<file path="config.mk">
export PLATFORM = sky130hd
export DESIGN_NAME = norm_lod_20_flat
export DESIGN_NICKNAME = d
export VERILOG_FILES = /design/src/rtl/norm_lod_20_if.sv /design/src/rtl/norm_lod_20.sv /design/src/flat_wrapper.sv
export SDC_FILE = /design/constraint.sdc
export NUM_CORES = 1
export LEC_CHECK = 0
export ABC_AREA = 1
export CORE_ASPECT_RATIO = 1.2
export CORE_UTILIZATION = 45
export CTS_BUF_LIST = sky130_fd_sc_hd__clkbuf_2
export DETAILED_ROUTE_END_ITERATION = 8
export DONT_BUFFER_PORTS = 1
export GPL_TIMING_DRIVEN = 0
export PLACE_DENSITY_LB_ADDON = 0.25
export SETUP_SLACK_MARGIN = 0.05
export SYNTH_ARGS = -nofsm -noshare
export SYNTH_HDL_FRONTEND = slang
export SYNTH_SLANG_ARGS = --single-unit
</file>
<file path="constraint.sdc">
create_clock -name clk -period 2.85 [get_ports clk]
set_input_delay 0.57 -clock clk [delete_from_list [all_inputs] [get_ports clk]]
set_output_delay 0.57 -clock clk [all_outputs]
set_load 0.01 [all_outputs]
</file>
<file path="src/rtl/norm_lod_20_if.sv">
// norm_lod_20_if: handshake bundle for the norm_lod_20 normalisation stage.
//   in_valid / in_ready / in_data      : upstream magnitude stream (20b unsigned)
//   out_valid / out_ready              : downstream result handshake
//   out_mant / out_exp / out_zero      : normalised mantissa, leading-one position, zero flag
// Modports: master = producer of inputs / consumer of results (bench, upstream+packer);
//           slave  = the normalisation stage itself.
interface norm_lod_20_if #(
  parameter int MANT_W = 16
);
  logic              in_valid;
  logic              in_ready;
  logic [19:0]       in_data;
  logic              out_valid;
  logic              out_ready;
  logic [MANT_W-1:0] out_mant;
  logic [4:0]        out_exp;
  logic              out_zero;

  modport master (
    output in_valid, in_data, out_ready,
    input  in_ready, out_valid, out_mant, out_exp, out_zero
  );

  modport slave (
    input  in_valid, in_data, out_ready,
    output in_ready, out_valid, out_mant, out_exp, out_zero
  );
endinterface

</file>
<file path="src/rtl/norm_lod_20.sv">
// norm_lod_20: two-stage normalisation pipeline for the uno PE accumulator.
//   clk  : clock, all state on rising edge
//   rst  : asynchronous active-high reset
//   bus  : norm_lod_20_if.slave (in_valid/in_ready/in_data, out_valid/out_ready,
//          out_mant/out_exp/out_zero)
// S1 registers the magnitude with its 1-based leading-one position; S2 shifts the
// leading one to bit 19, strips it and registers mantissa/exponent/zero.
// Optional macro NORM_LOD_ROUND_EN: round-to-nearest-even in S2 (exp may reach 21).
// Without it the mantissa is truncated.
module norm_lod_20 #(
  parameter int MANT_W = 16
) (
  input  logic         clk,
  input  logic         rst,
  norm_lod_20_if.slave bus
);

  // 1-based index of the highest set bit, 0 for an all-zero word.
  function automatic logic [4:0] lod_pos(input logic [19:0] d);
    lod_pos = '0;
    for (int i = 0; i < 20; i++) begin
      if (d[i]) lod_pos = 5'(i + 1);
    end
  endfunction

  // Bits [18 : 19-MANT_W] of the normalised word; bit 19 is the hidden one.
  function automatic logic [MANT_W-1:0] mant_trunc(input logic [19:0] sh);
    mant_trunc = MANT_W'(sh >> (19 - MANT_W));
  endfunction

`ifdef NORM_LOD_ROUND_EN
  function automatic logic guard_bit(input logic [19:0] sh);
    guard_bit = sh[18 - MANT_W];
  endfunction

  // Range below the guard bit is empty when MANT_W = 18; the loop then runs zero times.
  function automatic logic sticky_bits(input logic [19:0] sh);
    sticky_bits = 1'b0;
    for (int i = 0; i < 18 - MANT_W; i++) begin
      sticky_bits = sticky_bits | sh[i];
    end
  endfunction

  // Returns {carry, rounded mantissa}; carry set when an all-ones mantissa wraps.
  function automatic logic [MANT_W:0] round_rne(input logic [MANT_W-1:0] m,
                                                input logic g, input logic s);
    logic inc;
    inc       = g && (s || m[0]);
    round_rne = {1'b0, m} + {{MANT_W{1'b0}}, inc};
  endfunction
`endif

  logic              s1_en, s2_en;
  logic              s1_vld_q, s1_vld_d;
  logic [19:0]       s1_data_q, s1_data_d;
  logic [4:0]        s1_pos_q, s1_pos_d;
  logic              s2_vld_q, s2_vld_d;
  logic [MANT_W-1:0] mant_q, mant_d, mant_n;
  logic [4:0]        exp_q, exp_d, exp_n;
  logic              zero_q, zero_d, zero_n;
  logic [19:0]       shifted;

  // No skid buffer: in_ready is combinational through both stages from out_ready.
  assign s2_en        = !s2_vld_q || bus.out_ready;
  assign s1_en        = !s1_vld_q || s2_en;
  assign bus.in_ready = s1_en;

  // ---- S1: capture input and leading-one position ----
  always_comb begin
    s1_vld_d  = s1_vld_q;
    s1_data_d = s1_data_q;
    s1_pos_d  = s1_pos_q;
    if (s1_en) begin
      s1_vld_d = bus.in_valid;
      if (bus.in_valid) begin
        s1_data_d = bus.in_data;
        s1_pos_d  = lod_pos(bus.in_data);
      end
    end
  end

  always_ff @(posedge clk or posedge rst) begin
    if (rst) s1_vld_q <= 1'b0;
    else     s1_vld_q <= s1_vld_d;
  end

  always_ff @(posedge clk) begin
    s1_data_q <= s1_data_d;
    s1_pos_q  <= s1_pos_d;
  end

  // ---- S2: normalise, strip hidden bit, optional rounding ----
  always_comb begin
    shifted = s1_data_q << (5'd20 - s1_pos_q);
    mant_n  = mant_trunc(shifted);
    exp_n   = s1_pos_q;
    zero_n  = 1'b0;
`ifdef NORM_LOD_ROUND_EN
    begin
      logic [MANT_W:0] r;
      r      = round_rne(mant_n, guard_bit(shifted), sticky_bits(shifted));
      mant_n = r[MANT_W-1:0];
      exp_n  = s1_pos_q + {4'd0, r[MANT_W]};
    end
`endif
    if (s1_pos_q == 5'd0) begin
      mant_n = '0;
      exp_n  = '0;
      zero_n = 1'b1;
    end

    s2_vld_d = s2_vld_q;
    mant_d   = mant_q;
    exp_d    = exp_q;
    zero_d   = zero_q;
    if (s2_en) begin
      s2_vld_d = s1_vld_q;
      if (s1_vld_q) begin
        mant_d = mant_n;
        exp_d  = exp_n;
        zero_d = zero_n;
      end
    end
  end

  always_ff @(posedge clk or posedge rst) begin
    if (rst) begin
      s2_vld_q <= 1'b0;
      mant_q   <= '0;
      exp_q    <= '0;
      zero_q   <= 1'b0;
    end else begin
      s2_vld_q <= s2_vld_d;
      mant_q   <= mant_d;
      exp_q    <= exp_d;
      zero_q   <= zero_d;
    end
  end

  // ---- Output: driven straight from S2 ----
  assign bus.out_valid = s2_vld_q;
  assign bus.out_mant  = mant_q;
  assign bus.out_exp   = exp_q;
  assign bus.out_zero  = zero_q;

endmodule

</file>
<file path="src/flat_wrapper.sv">
// flat-port wrapper written by rule: the top's interface ports become plain ports
module norm_lod_20_flat 
#(
  parameter int MANT_W = 16
)
  (clk, rst, bus_in_valid, bus_in_data, bus_out_ready, bus_in_ready, bus_out_valid, bus_out_mant, bus_out_exp, bus_out_zero);
  norm_lod_20_if #(.MANT_W(MANT_W)) bus_i ();
  input  logic clk;
  input  logic rst;
  input wire logic [$bits(bus_i.in_valid)-1:0] bus_in_valid;
  input wire logic [$bits(bus_i.in_data)-1:0] bus_in_data;
  input wire logic [$bits(bus_i.out_ready)-1:0] bus_out_ready;
  output wire logic [$bits(bus_i.in_ready)-1:0] bus_in_ready;
  output wire logic [$bits(bus_i.out_valid)-1:0] bus_out_valid;
  output wire logic [$bits(bus_i.out_mant)-1:0] bus_out_mant;
  output wire logic [$bits(bus_i.out_exp)-1:0] bus_out_exp;
  output wire logic [$bits(bus_i.out_zero)-1:0] bus_out_zero;
  assign bus_i.in_valid = bus_in_valid;
  assign bus_i.in_data = bus_in_data;
  assign bus_i.out_ready = bus_out_ready;
  assign bus_in_ready = bus_i.in_ready;
  assign bus_out_valid = bus_i.out_valid;
  assign bus_out_mant = bus_i.out_mant;
  assign bus_out_exp = bus_i.out_exp;
  assign bus_out_zero = bus_i.out_zero;
  norm_lod_20 #(.MANT_W(MANT_W)) u_core (.clk(clk), .rst(rst), .bus(bus_i));
endmodule
</file>
==> run metrics <==
worst relative slew slack=42.3%; clk_skew=0.0218 ns; worst min path class=in -> async; fin nets=352; leakage=0.00131 uW; Max Freq=434 MHz; hpwl dp=4330 um; CTS root buf=clkbuf_2; critical path's slowest cell=edfxtp_1; reg2reg end=u_core.bus.out_mant[10]$_DFFE_PP0P_; gp weighted congestion=0.895; antenna violations before repair=0; Worst Setup Path Type=reg -> reg; grt total ovfl=0; Design Area, Final=2830 um^2; vias in the first global route=2,057; r2r startpoint=u_core.s1_pos_q[0]$_SDFFCE_PP0P_; Cell variety after synth=38; path depth of the worst reg2reg path=10; Post-Syn Area=2690 um^2; # hold bufs at CTS=0; detailed-route via count=2,051; Antenna Violating Nets Remaining=0; Die X=72.5 um; actual slew at the worst max-slew pin=0.864 ns; GRT Total Usage=18.8%; largest net degree at the start of global routing=25; synthesized flop and latch total=48; TritonCTS Sinks=48; Longest Clk Path Bufs=2; Fin. Hold Viols=0; Mapped Cells=320; CP required=3.17 ns; TritonCTS clock tree=done; Power Density=586 nW/um^2; Peak supply drop=192 uV; syn_nets=345; pre-CTS worst setup slack=0.569 ns; total power=1650 uW; fraction of the cycle the final worst path needs=80.9%; Setup crit end kind=register; crit-path most repeated cell=buf_2; H-tree depth=2; growth of design area from synthesis to finish=5.12%; final worst setup slack=0.543 ns; Synth warnings=0; drt drc=0; post-synth top area share=26.8%; Routed WL per cell=13.0 um; die area=6290 um^2; die height=86.7 um; TritonCTS Buffers=5; fin. max-slew vios=0; status=complete, no violations; WL final=5310 um; Top Ports=48; r2r setup slk=0.54 ns; final setup violating endpoints=0; RSZ-0062 raised after global routing=no; maximum fanout along the worst path=10; Starting Density=47.1%; Seq/Total Area, Yosys=49.2%; Startpoint Class=register; core box area=5710 um^2; Clock Latency Late Sink=0.42 ns; vias per inst=5.03; first-pass GRT wire length=9150 um; ant diodes=0; Critical Path, Cell by Cell=inv_1 -> buf_4 -> ha_1 -> buf_2 -> buf_2 -> o21ai_0 -> nor2_1 -> a31oi_2 -> nand2_1 -> a32o_1; # rows=30; postcts setup bufs=0; drt first pass iters=4; Clk pin slew, worst setup/hold paths=0.23 ns; fin crit period=2.31 ns; critical path's largest stage delay=0.45 ns; Worst EP arrival=2.63 ns; register area=1320 um^2; port bufs=0; PostCTS Resize Cnt=0; Placed Area=2790 um^2; initial drt markers=95; setup TNS=0 ns; largest cells by area after synthesis=edfxtp_1 27%, dfrtp_1 22%, nand2_1 14%; Syn Area/Cell=8.40 um^2; multi-input logic area=1110 um^2; area leader, netlist=edfxtp_1; share of layout cells above drive strength 1=9.76%; fillers=600; maxcap violations=0; final core occ=49.5%
-- sequential cells by signal, indices dropped and copies added (netlist names) --
register              cells
u_core.bus.out_exp        5
u_core.s1_data_q         19
u_core.bus.out_mant      16
u_core.bus.out_valid      1
u_core.s1_pos_q           5
u_core.s1_vld_q           1
u_core.bus.out_zero       1
-- cell type report --
type | count | share of cell area, %
Buffer | 12 | 3.01
Sequential cell | 48 | 46.8
Tap cell | 80 | 3.54
Multi-Input combinational cell | 216 | 39.4
Clock buffer | 6 | 1.06
Clock inverter | 2 | 0.266
Inverter | 44 | 5.93
-- worst max path at each step --
stage | startpoint | to | slack (ns) | cells after the start
6_report | u_core.s1_pos_q[0]$_SDFFCE_PP0P_ | u_core.bus.out_mant[10]$_DFFE_PP0P_ | 0.54 | 10
5_1_grt | u_core.s1_pos_q[0]$_SDFFCE_PP0P_ | u_core.bus.out_mant[14]$_DFFE_PP0P_ | 0.33 | 13
4_1_cts | u_core.s1_pos_q[0]$_SDFFCE_PP0P_ | u_core.bus.out_mant[10]$_DFFE_PP0P_ | 0.52 | 10
3_5_place_dp | u_core.s1_pos_q[0]$_SDFFCE_PP0P_ | u_core.bus.out_mant[10]$_DFFE_PP0P_ | 0.57 | 10
3_3_place_gp | u_core.s1_pos_q[0]$_SDFFCE_PP0P_ | u_core.bus.out_mant[10]$_DFFE_PP0P_ | 0.58 | 10
2_1_floorplan | u_core.s1_pos_q[0]$_SDFFCE_PP0P_ | u_core.bus.out_mant[10]$_DFFE_PP0P_ | 0.89 | 10
-- critical path: cells and delay by family (launching register included) --
family                   cells  cell delay (ns)
adder cells (fa/ha/maj)      1             0.23
AO/OA/AOI/OAI                3             0.67
flip-flops                   1             0.45
buffers and inverters        4             0.68
AND/OR/NAND/NOR              2             0.17
-- synthesized netlist by cell type --
library cell  number
nand2_1           98
inv_1             40
o21ai_0           27
dfrtp_1           24
edfxtp_1          24
o21ai_1           18
nor2_1            14
mux2i_1            7
o211ai_1           6
a21oi_1            5
buf_2              5
nand3_1            5
buf_6              4
nor4_1             4
a32o_1             3
inv_2              3
nor2_4             3
nor3_1             3
a211oi_1           2
a22o_1             2
a22oi_1            2
clkbuf_1           2
nand2_2            2
o21ai_2            2
or2_1              2
a31oi_1            1
a31oi_2            1
a32oi_1            1
buf_4              1
ha_1               1
inv_4              1
o21bai_1           1
o22ai_1            1
o31ai_1            1
o41ai_1            1
or2_2              1
xnor2_2            1
xor2_2             1
-- per-layer routing --
metal / global-route usage [%] / vias up / routed length (um)
met5: 0 / - / 0
li1: - / 1078 / -
met2: 32.4 / 47 / 2580
met4: 6.24 / 0 / 97
met1: 22.4 / 918 / 2460
met3: 5.23 / 8 / 170
-- cell usage in the layout (no fill, tap or decap), types with 3 or more instances in the layout --
| cell type | netlist | routed |
|---|---|---|
| o21ai_1 | 18 | 18 |
| a21oi_1 | 5 | 5 |
| nand3_1 | 5 | 5 |
| nand2_1 | 98 | 98 |
| buf_2 | 5 | 5 |
| edfxtp_1 | 24 | 24 |
| nor4_1 | 4 | 4 |
| inv_2 | 3 | 4 |
| nor2_4 | 3 | 3 |
| a32o_1 | 3 | 3 |
| nor3_1 | 3 | 3 |
| dfrtp_1 | 24 | 24 |
| o211ai_1 | 6 | 6 |
| inv_1 | 40 | 40 |
| nor2_1 | 14 | 14 |
| o21ai_0 | 27 | 27 |
| mux2i_1 | 7 | 7 |
| clkbuf_2 | 0 | 6 |
| buf_6 | 4 | 4 |
-- through the flow --
stage,cells,hold slack [ns]
after floorplan,320,0.515
final,408,0.173
after global placement,400,0.534
after CTS,408,0.202
after detailed placement,400,0.537
after global routing,408,0.166
-- power breakdown --
group,switching [uW],leakage (uW),internal (uW)
Clock,202,0.0000307,59.8
Combinational,282,0.000739,161
Sequential,107,0.000539,842
Total,591,0.00131,1060
-- kinds of logic (layout without fill, tap and decap cells) --
kind of cell | after synthesis | count (layout) | synth area share, %
mux | 7 | 7 | 2.61
fa+ha+maj | 1 | 1 | 0.465
flops | 48 | 48 | 49.2
compound gates | 74 | 74 | 16.7
buf+inv | 56 | 64 | 9.40
xor+xnor | 2 | 2 | 1.21
simple gates | 132 | 132 | 20.5
(Power assumes the default switching activity.)
